<file path="src/rtl/line_buffer.sv">
// line_buffer: two-line memory producing a vertical 3-pixel column per accepted raster pixel.
module line_buffer #(
    parameter int WIDTH = 8
) (
    input  logic             clk,
    input  logic             reset,
    input  logic [WIDTH-1:0] pixel_in,
    input  logic             pixel_valid,
    input  logic             clear,
    input  logic [7:0]       img_width,
    input  logic [10:0]      x,
    input  logic [9:0]       y,
    output logic [WIDTH-1:0] row0,
    output logic [WIDTH-1:0] row1,
    output logic [WIDTH-1:0] row2,
    output logic [10:0]      x_reg,
    output logic [9:0]       y_reg
);
    localparam int MAX_W = 256;

    logic [WIDTH-1:0] l0 [MAX_W];
    logic [WIDTH-1:0] l1 [MAX_W];
    logic [1:0]       lines_filled;
    logic [7:0]       a;
    logic             accept, last;

    assign a      = x[7:0];
    assign accept = pixel_valid && !clear && (x < {3'b0, img_width});
    assign last   = x == ({3'b0, img_width} - 11'd1);

    // Read-before-write: the old L1 column shifts into L0 as the new pixel lands in L1
    always_ff @(posedge clk) begin
        if (accept) begin
            l0[a] <= l1[a];
            l1[a] <= pixel_in;
        end
    end

    always_ff @(posedge clk or negedge reset) begin
        if (!reset) begin
            row0         <= '0;
            row1         <= '0;
            row2         <= '0;
            x_reg        <= '0;
            y_reg        <= '0;
            lines_filled <= '0;
        end else if (clear) begin
            row0         <= '0;
            row1         <= '0;
            row2         <= '0;
            x_reg        <= '0;
            y_reg        <= '0;
            lines_filled <= '0;
        end else if (accept) begin
            row2  <= pixel_in;
            row1  <= (lines_filled == 2'd0) ? '0 : l1[a];
            row0  <= (lines_filled != 2'd2) ? '0 : l0[a];
            x_reg <= x;
            y_reg <= y;
            if (last && lines_filled != 2'd2)
                lines_filled <= lines_filled + 2'd1;
        end
    end
endmodule

</file>
<file path="config.mk">
export PLATFORM = sky130hd
export DESIGN_NAME = line_buffer
export DESIGN_NICKNAME = d
export VERILOG_FILES = /design/src/rtl/line_buffer.sv
export SDC_FILE = /design/constraint.sdc
export NUM_CORES = 2
export LEC_CHECK = 0
export ABC_CLOCK_PERIOD_IN_PS = 9000
export CAP_MARGIN = 5
export CELL_PAD_IN_SITES_DETAIL_PLACEMENT = 0
export CELL_PAD_IN_SITES_GLOBAL_PLACEMENT = 2
export CORE_AREA = 2 2 468 935
export CTS_CLUSTER_DIAMETER = 200
export DETAILED_ROUTE_END_ITERATION = 12
export DIE_AREA = 0 0 470 937
export GPL_ROUTABILITY_DRIVEN = 0
export PLACE_DENSITY_LB_ADDON = 0.3
export SLEW_MARGIN = 25
export SYNTH_ARGS = -nofsm -noshare
export SYNTH_HDL_FRONTEND = slang
export SYNTH_SLANG_ARGS = --single-unit
export TNS_END_PERCENT = 5
</file>
<file path="constraint.sdc">
create_clock -name clk -period 9 [get_ports clk]
set_input_delay 2.25 -clock clk [delete_from_list [all_inputs] [get_ports clk]]
set_output_delay 2.25 -clock clk [all_outputs]
set_load 0.03 [all_outputs]
</file>
* After elaboration in Yosys (flattened, before gate mapping)
Memory sizes are Yosys's and may differ from the RTL's. Cells that the tools add are included.
Word-level totals: bits in writable memories 4096, flip-flop bits (word level) 47, latch bits 0, output and inout bits 45, ROM bits 0, memories 2
Cells by class: multiply operators 0, div/mod/pow operators 0, bitwise gates (word level) 0, reduce and logical (&&, ||, !) cells 8, magnitude comparators 1, shifts and indexed selects 0, equal/unequal tests 2, mux-type cells 17, $add $sub $neg 2
Memory list:
- l0 | depth 256, width 8, rd ports 1, clocked after memory_dff 0, write ports 1, line 21 | logic [WIDTH-1:0] l0 [MAX_W];
- l1 | depth 256, width 8, rd ports 1, clocked after memory_dff 0, write ports 1, line 22 | logic [WIDTH-1:0] l1 [MAX_W];
Operators with widths (number):
- 8-bit 2-to-1 mux | 8
- 11-bit 2-to-1 mux | 2
- 10-bit 2-to-1 mux | 2
- 11-bit == test | 1
- 11-bit by 8-bit less-than comparator with 1-bit output | 1
- 8-bit by 1-bit subtractor with 9-bit output (second input constant) | 1
- 2-bit 2-to-1 mux | 3
- 2-bit nonzero test | 2
- 1-bit logical AND | 3
- 2-bit by 1-bit adder with 2-bit output (second input constant) | 1
- 2-bit zero test | 1
- 1-bit 2-to-1 mux | 2
- 2-bit inequality test (second input constant) | 1
- 2-bit AND reduction | 1
- 1-bit zero test | 1

* Depth between registers and ports, before layout
depth after elaboration 6, gate-level depth with buffers 17

* Least setup slack after synthesis
OpenSTA, ideal clock, no wires.
kind in2reg, start point input port x[1], end point memory l0[0][0], data pin, setup time 1577 ps, stages on the path 11, data required time 7423 ps, path buffers 7, setup slack -3418 ps, data arrival time 10841 ps, cell sequence buf_2 -> buf_6 -> buf_4 -> buf_2 -> buf_2 -> buf_2 -> clkbuf_1 -> o21ai_0 -> a311oi_1 -> nor3_1 -> a21oi_1
Between the ends: word-level cells in the longest chain between the ends 1
Ends and longest elaborated chain:
- start: declaration | line 11 | input logic [10:0] x,
- memory 256 x 8 bit
- end: declaration | line 21
Every way passes these cells.

* Final worst setup path
start point input port x[0], end point memory l0[154][1], data pin
Same word-level chain as after synthesis.

==> impl_metrics.prom <==
# TYPE chip_impl_metric gauge
chip_impl_metric{name="hold_violations",unit=""} 0
chip_impl_metric{name="tightestPinTransition",unit="ps"} 1220
chip_impl_metric{name="grt_util_all_layers",unit=""} 0.223
chip_impl_metric{name="timing.slew.headroom",unit=""} 0.186
chip_impl_metric{name="first_pass_grt_wire_length",unit="mm"} 685
chip_impl_metric{name="die_width",unit="um"} 470
chip_impl_metric{name="numCtsBuffers",unit=""} 347
chip_impl_metric{name="detailedRoute.firstIterationViolations",unit=""} 8202
chip_impl_metric{name="fin_skew",unit="ps"} 69.0
chip_impl_metric{name="finish.net_count",unit=""} 8182
chip_impl_info{name="cts_tree",value="built"} 1
chip_impl_metric{name="starting_utilization_of_the_core_area",unit=""} 0.369
chip_impl_info{name="cts.root.buffer_cell",value="sky130_fd_sc_hd__clkbuf_16"} 1
chip_impl_metric{name="die_h",unit="um"} 937
chip_impl_metric{name="grt_residual_overflow",unit=""} 0
chip_impl_metric{name="dp_worst_setup_slack",unit="ps"} 1250
chip_impl_info{name="critical_path_class",value="input pin to flip-flop"} 1
chip_impl_metric{name="cp.arrival",unit="ps"} 7450
chip_impl_metric{name="antenna_found_initial",unit=""} 23
chip_impl_metric{name="synth.distinct_cells",unit=""} 71
chip_impl_metric{name="area_growth",unit="%"} 13.6
chip_impl_metric{name="synth_warnings",unit=""} 0
chip_impl_metric{name="synth_enable_flop_cells",unit=""} 4096
chip_impl_metric{name="postRouteAntennaNets",unit=""} 0
chip_impl_metric{name="cts_hold_buf",unit=""} 0
chip_impl_metric{name="layoutNonFillerInstCount",unit=""} 14100
chip_impl_info{name="hp-class",value="flip-flop to flip-flop"} 1
chip_impl_metric{name="cts_post_setup_buffers_inserted",unit=""} 0
chip_impl_metric{name="fmaxAchievable",unit="MHz"} 142
chip_impl_metric{name="finalCritPeriodShare",unit=""} 0.781
chip_impl_metric{name="clk_pin_slew",unit="ps"} 70
chip_impl_metric{name="number_of_input_and_output_port_buffers_inserted",unit=""} 85
chip_impl_metric{name="netlist_area",unit="um2"} 160000
chip_impl_metric{name="grt_pass1_vias",unit=""} 82700
chip_impl_metric{name="yosys.area.top_type_share",unit=""} 0.770
chip_impl_info{name="synthTopCellsByCount",value="sky130_fd_sc_hd__edfxtp_1 (4096), sky130_fd_sc_hd__mux4_2 (761), sky130_fd_sc_hd__mux2i_1 (447), sky130_fd_sc_hd__nor2_1 (322), sky130_fd_sc_hd__clkbuf_1 (213)"} 1
chip_impl_metric{name="wirelength_per_cell",unit="um"} 35.3
chip_impl_metric{name="max_cap_violations",unit=""} 0
chip_impl_info{name="setup.worst_path.start_class",value="input pin"} 1
chip_impl_info{name="synthFlopType",value="sky130_fd_sc_hd__edfxtp_1"} 1
chip_impl_metric{name="hold_depth",unit=""} 1
chip_impl_info{name="largest_area_contributor_in_the_netlist",value="sky130_fd_sc_hd__edfxtp_1"} 1
chip_impl_metric{name="detailroute.via_count",unit=""} 80000
chip_impl_metric{name="asyncSetResetFlopFracSynth",unit=""} 0.0113
chip_impl_info{name="grt_setup_unrepaired",value="false"} 1
chip_impl_metric{name="route.detailed.vias_per_inst",unit=""} 5.68
chip_impl_metric{name="die_area",unit="um2"} 440000
chip_impl_metric{name="setup_slack",unit="ps"} 1970
chip_impl_metric{name="worstRegToRegCells",unit=""} 9
chip_impl_metric{name="finalSetupViolations",unit=""} 0
chip_impl_metric{name="timing_max_transition_violations_final",unit=""} 0
chip_impl_info{name="yosysMostFrequentCell",value="sky130_fd_sc_hd__edfxtp_1"} 1
chip_impl_metric{name="ys_ff_latch",unit=""} 4143
chip_impl_metric{name="cts_resized",unit=""} 0
chip_impl_info{name="run_status",value="complete, no violations"} 1
chip_impl_metric{name="route.detailed.drc",unit=""} 0
chip_impl_metric{name="cts-htree-levels",unit=""} 5
chip_impl_metric{name="standby_leakage_power",unit="nW"} 57.2
chip_impl_info{name="critPathCaptureType",value="flip-flop"} 1
chip_impl_metric{name="period_minus_slack",unit="ps"} 7030
chip_impl_metric{name="clock_insertion_delay_worst_skew",unit="ps"} 1000
chip_impl_metric{name="top_level_ports",unit=""} 86
chip_impl_metric{name="worstPathMaxFanout",unit=""} 132
chip_impl_metric{name="synth_seq_area_share",unit=""} 0.777
chip_impl_metric{name="layout-drive-gt1-share",unit=""} 0.234
chip_impl_metric{name="drt_wl_total",unit="mm"} 498
chip_impl_metric{name="detailedPlacementHpwl",unit="mm"} 323
chip_impl_metric{name="power.density",unit="nW/um2"} 217
chip_impl_metric{name="placement_row_count",unit=""} 342
chip_impl_metric{name="cp_data_required_time",unit="ps"} 9430
chip_impl_metric{name="synthCells",unit=""} 7658
chip_impl_metric{name="irDropWorstVdd",unit="mV"} 0.161
chip_impl_metric{name="syn-mean-instance-area",unit="um2"} 20.9
chip_impl_metric{name="dp_cells",unit=""} 13500
chip_impl_metric{name="core",unit="um2"} 433000
chip_impl_metric{name="firstDrtPassIters",unit=""} 5
chip_impl_metric{name="postSynthNetCount",unit=""} 7710
chip_impl_metric{name="grt_max_degree",unit=""} 154
chip_impl_info{name="cell_types_occupying_the_most_area_after_synthesis",value="sky130_fd_sc_hd__edfxtp_1 (77%), sky130_fd_sc_hd__mux4_2 (11%), sky130_fd_sc_hd__mux2i_1 (2.8%), sky130_fd_sc_hd__a22oi_1 (0.86%), sky130_fd_sc_hd__mux2_2 (0.80%)"} 1
chip_impl_metric{name="clock_path_buffers",unit=""} 4
chip_impl_metric{name="sink_count",unit=""} 4143
-- worst paths after layout --
| kind | start | to | slack, ps |
|---|---|---|---|
| max | x[0] | l0[154][1] | 1970 |
| min | x_reg[10] | x_reg[10] | 480 |
| max reg2reg | l1[210][1] | l0[154][1] | 4460 |
| min reg2reg | x_reg[10] | x_reg[10] | 480 |
| max in group asynchronous | reset | y_reg[6] | 6960 |
| min in group asynchronous | reset | x_reg[10] | 1450 |
-- metrics by stage --
stage | TNS (ps) | hold WS [ps] | total power (W) | area, um2 | util
6_report | 0 | 484 | 0.0395 | 182000 | 0.419
5_1_grt | 0 | 501 | 0.0404 | 182000 | 0.419
4_1_cts | 0 | 491 | 0.0398 | 181000 | 0.419
3_5_place_dp | 0 | 474 | 0.0245 | 170000 | 0.393
3_3_place_gp | 0 | 470 | 0.0244 | 170000 | 0.393
2_1_floorplan | -5250790 | 510 | 0.0233 | 160000 | -
-- placed cells by master, fill, tap and decap left out, types with 18 or more instances in the layout --
cell	count
sky130_fd_sc_hd__a21oi_1	111
sky130_fd_sc_hd__nor2b_1	37
sky130_fd_sc_hd__nor2_1	309
sky130_fd_sc_hd__nand2b_1	21
sky130_fd_sc_hd__a22oi_1	184
sky130_fd_sc_hd__clkdlybuf4s50_1	68
sky130_fd_sc_hd__buf_4	454
sky130_fd_sc_hd__buf_12	47
sky130_fd_sc_hd__a32oi_1	30
sky130_fd_sc_hd__bufinv_16	39
sky130_fd_sc_hd__edfxtp_1	4096
sky130_fd_sc_hd__o22ai_1	124
sky130_fd_sc_hd__clkbuf_1	62
sky130_fd_sc_hd__nand4_1	45
sky130_fd_sc_hd__a221oi_1	62
sky130_fd_sc_hd__a221o_1	18
sky130_fd_sc_hd__mux2_2	113
sky130_fd_sc_hd__nand3_1	56
sky130_fd_sc_hd__clkinv_1	78
sky130_fd_sc_hd__nand2_1	150
sky130_fd_sc_hd__and3_1	31
sky130_fd_sc_hd__inv_1	19
sky130_fd_sc_hd__clkbuf_16	353
sky130_fd_sc_hd__dfrtp_1	47
sky130_fd_sc_hd__nor3_1	40
sky130_fd_sc_hd__a211oi_1	48
sky130_fd_sc_hd__mux2i_1	447
sky130_fd_sc_hd__a22o_1	23
sky130_fd_sc_hd__o21ai_0	99
sky130_fd_sc_hd__mux4_2	761
sky130_fd_sc_hd__clkinv_2	52
sky130_fd_sc_hd__a31oi_1	25
-- layout make-up --
cell class / count / area, um2
antenna: 16 / 40.0
clock buffer: 420 / 9140
clock inverter: 203 / 2110
fill: 37700 / 252000
inverter: 22 / 85.1
multi-input combinational: 3031 / 33600
sequential: 4143 / 124000
tap: 5676 / 7100
timing repair buffer: 585 / 5250
-- cell families (layout without fill, tap and decap cells) --
group | count (synthesis) | after routing | share of synthesized area
buf+inv | 484 | 1230 | 0.0160
other cells | 0 | 16 | 0
compound gates | 848 | 848 | 0.0370
xor+xnor | 10 | 10 | 0.000548
mux | 1329 | 1329 | 0.144
fa+ha+maj | 11 | 11 | 0.000861
simple gates | 833 | 833 | 0.0250
flops | 4143 | 4143 | 0.777
-- per-layer routing --
layer / track usage / wire length (um)
met1: 0.241 / 170000
met2: 0.420 / 274000
met3: 0.0247 / 22700
met4: 0.124 / 31400
met5: 0 / 41
-- power by group --
part           switching, W  internal [W]
Sequential       0.00000152        0.0215
Combinational       0.00183      0.000661
Clock               0.00706       0.00839
Total               0.00890        0.0306
-- worst max-delay path, cell delays in order --
cell and delay, ps:
sky130_fd_sc_hd__buf_16 530, sky130_fd_sc_hd__buf_12 450, sky130_fd_sc_hd__buf_4 370, sky130_fd_sc_hd__mux4_2 600, sky130_fd_sc_hd__a22o_1 230, sky130_fd_sc_hd__a221oi_1 590, sky130_fd_sc_hd__nand4_1 400, sky130_fd_sc_hd__a31oi_1 560
sky130_fd_sc_hd__buf_4 250, sky130_fd_sc_hd__a21oi_4 150, sky130_fd_sc_hd__buf_12 250
Note: power is estimated with default switching activity, not from simulation.
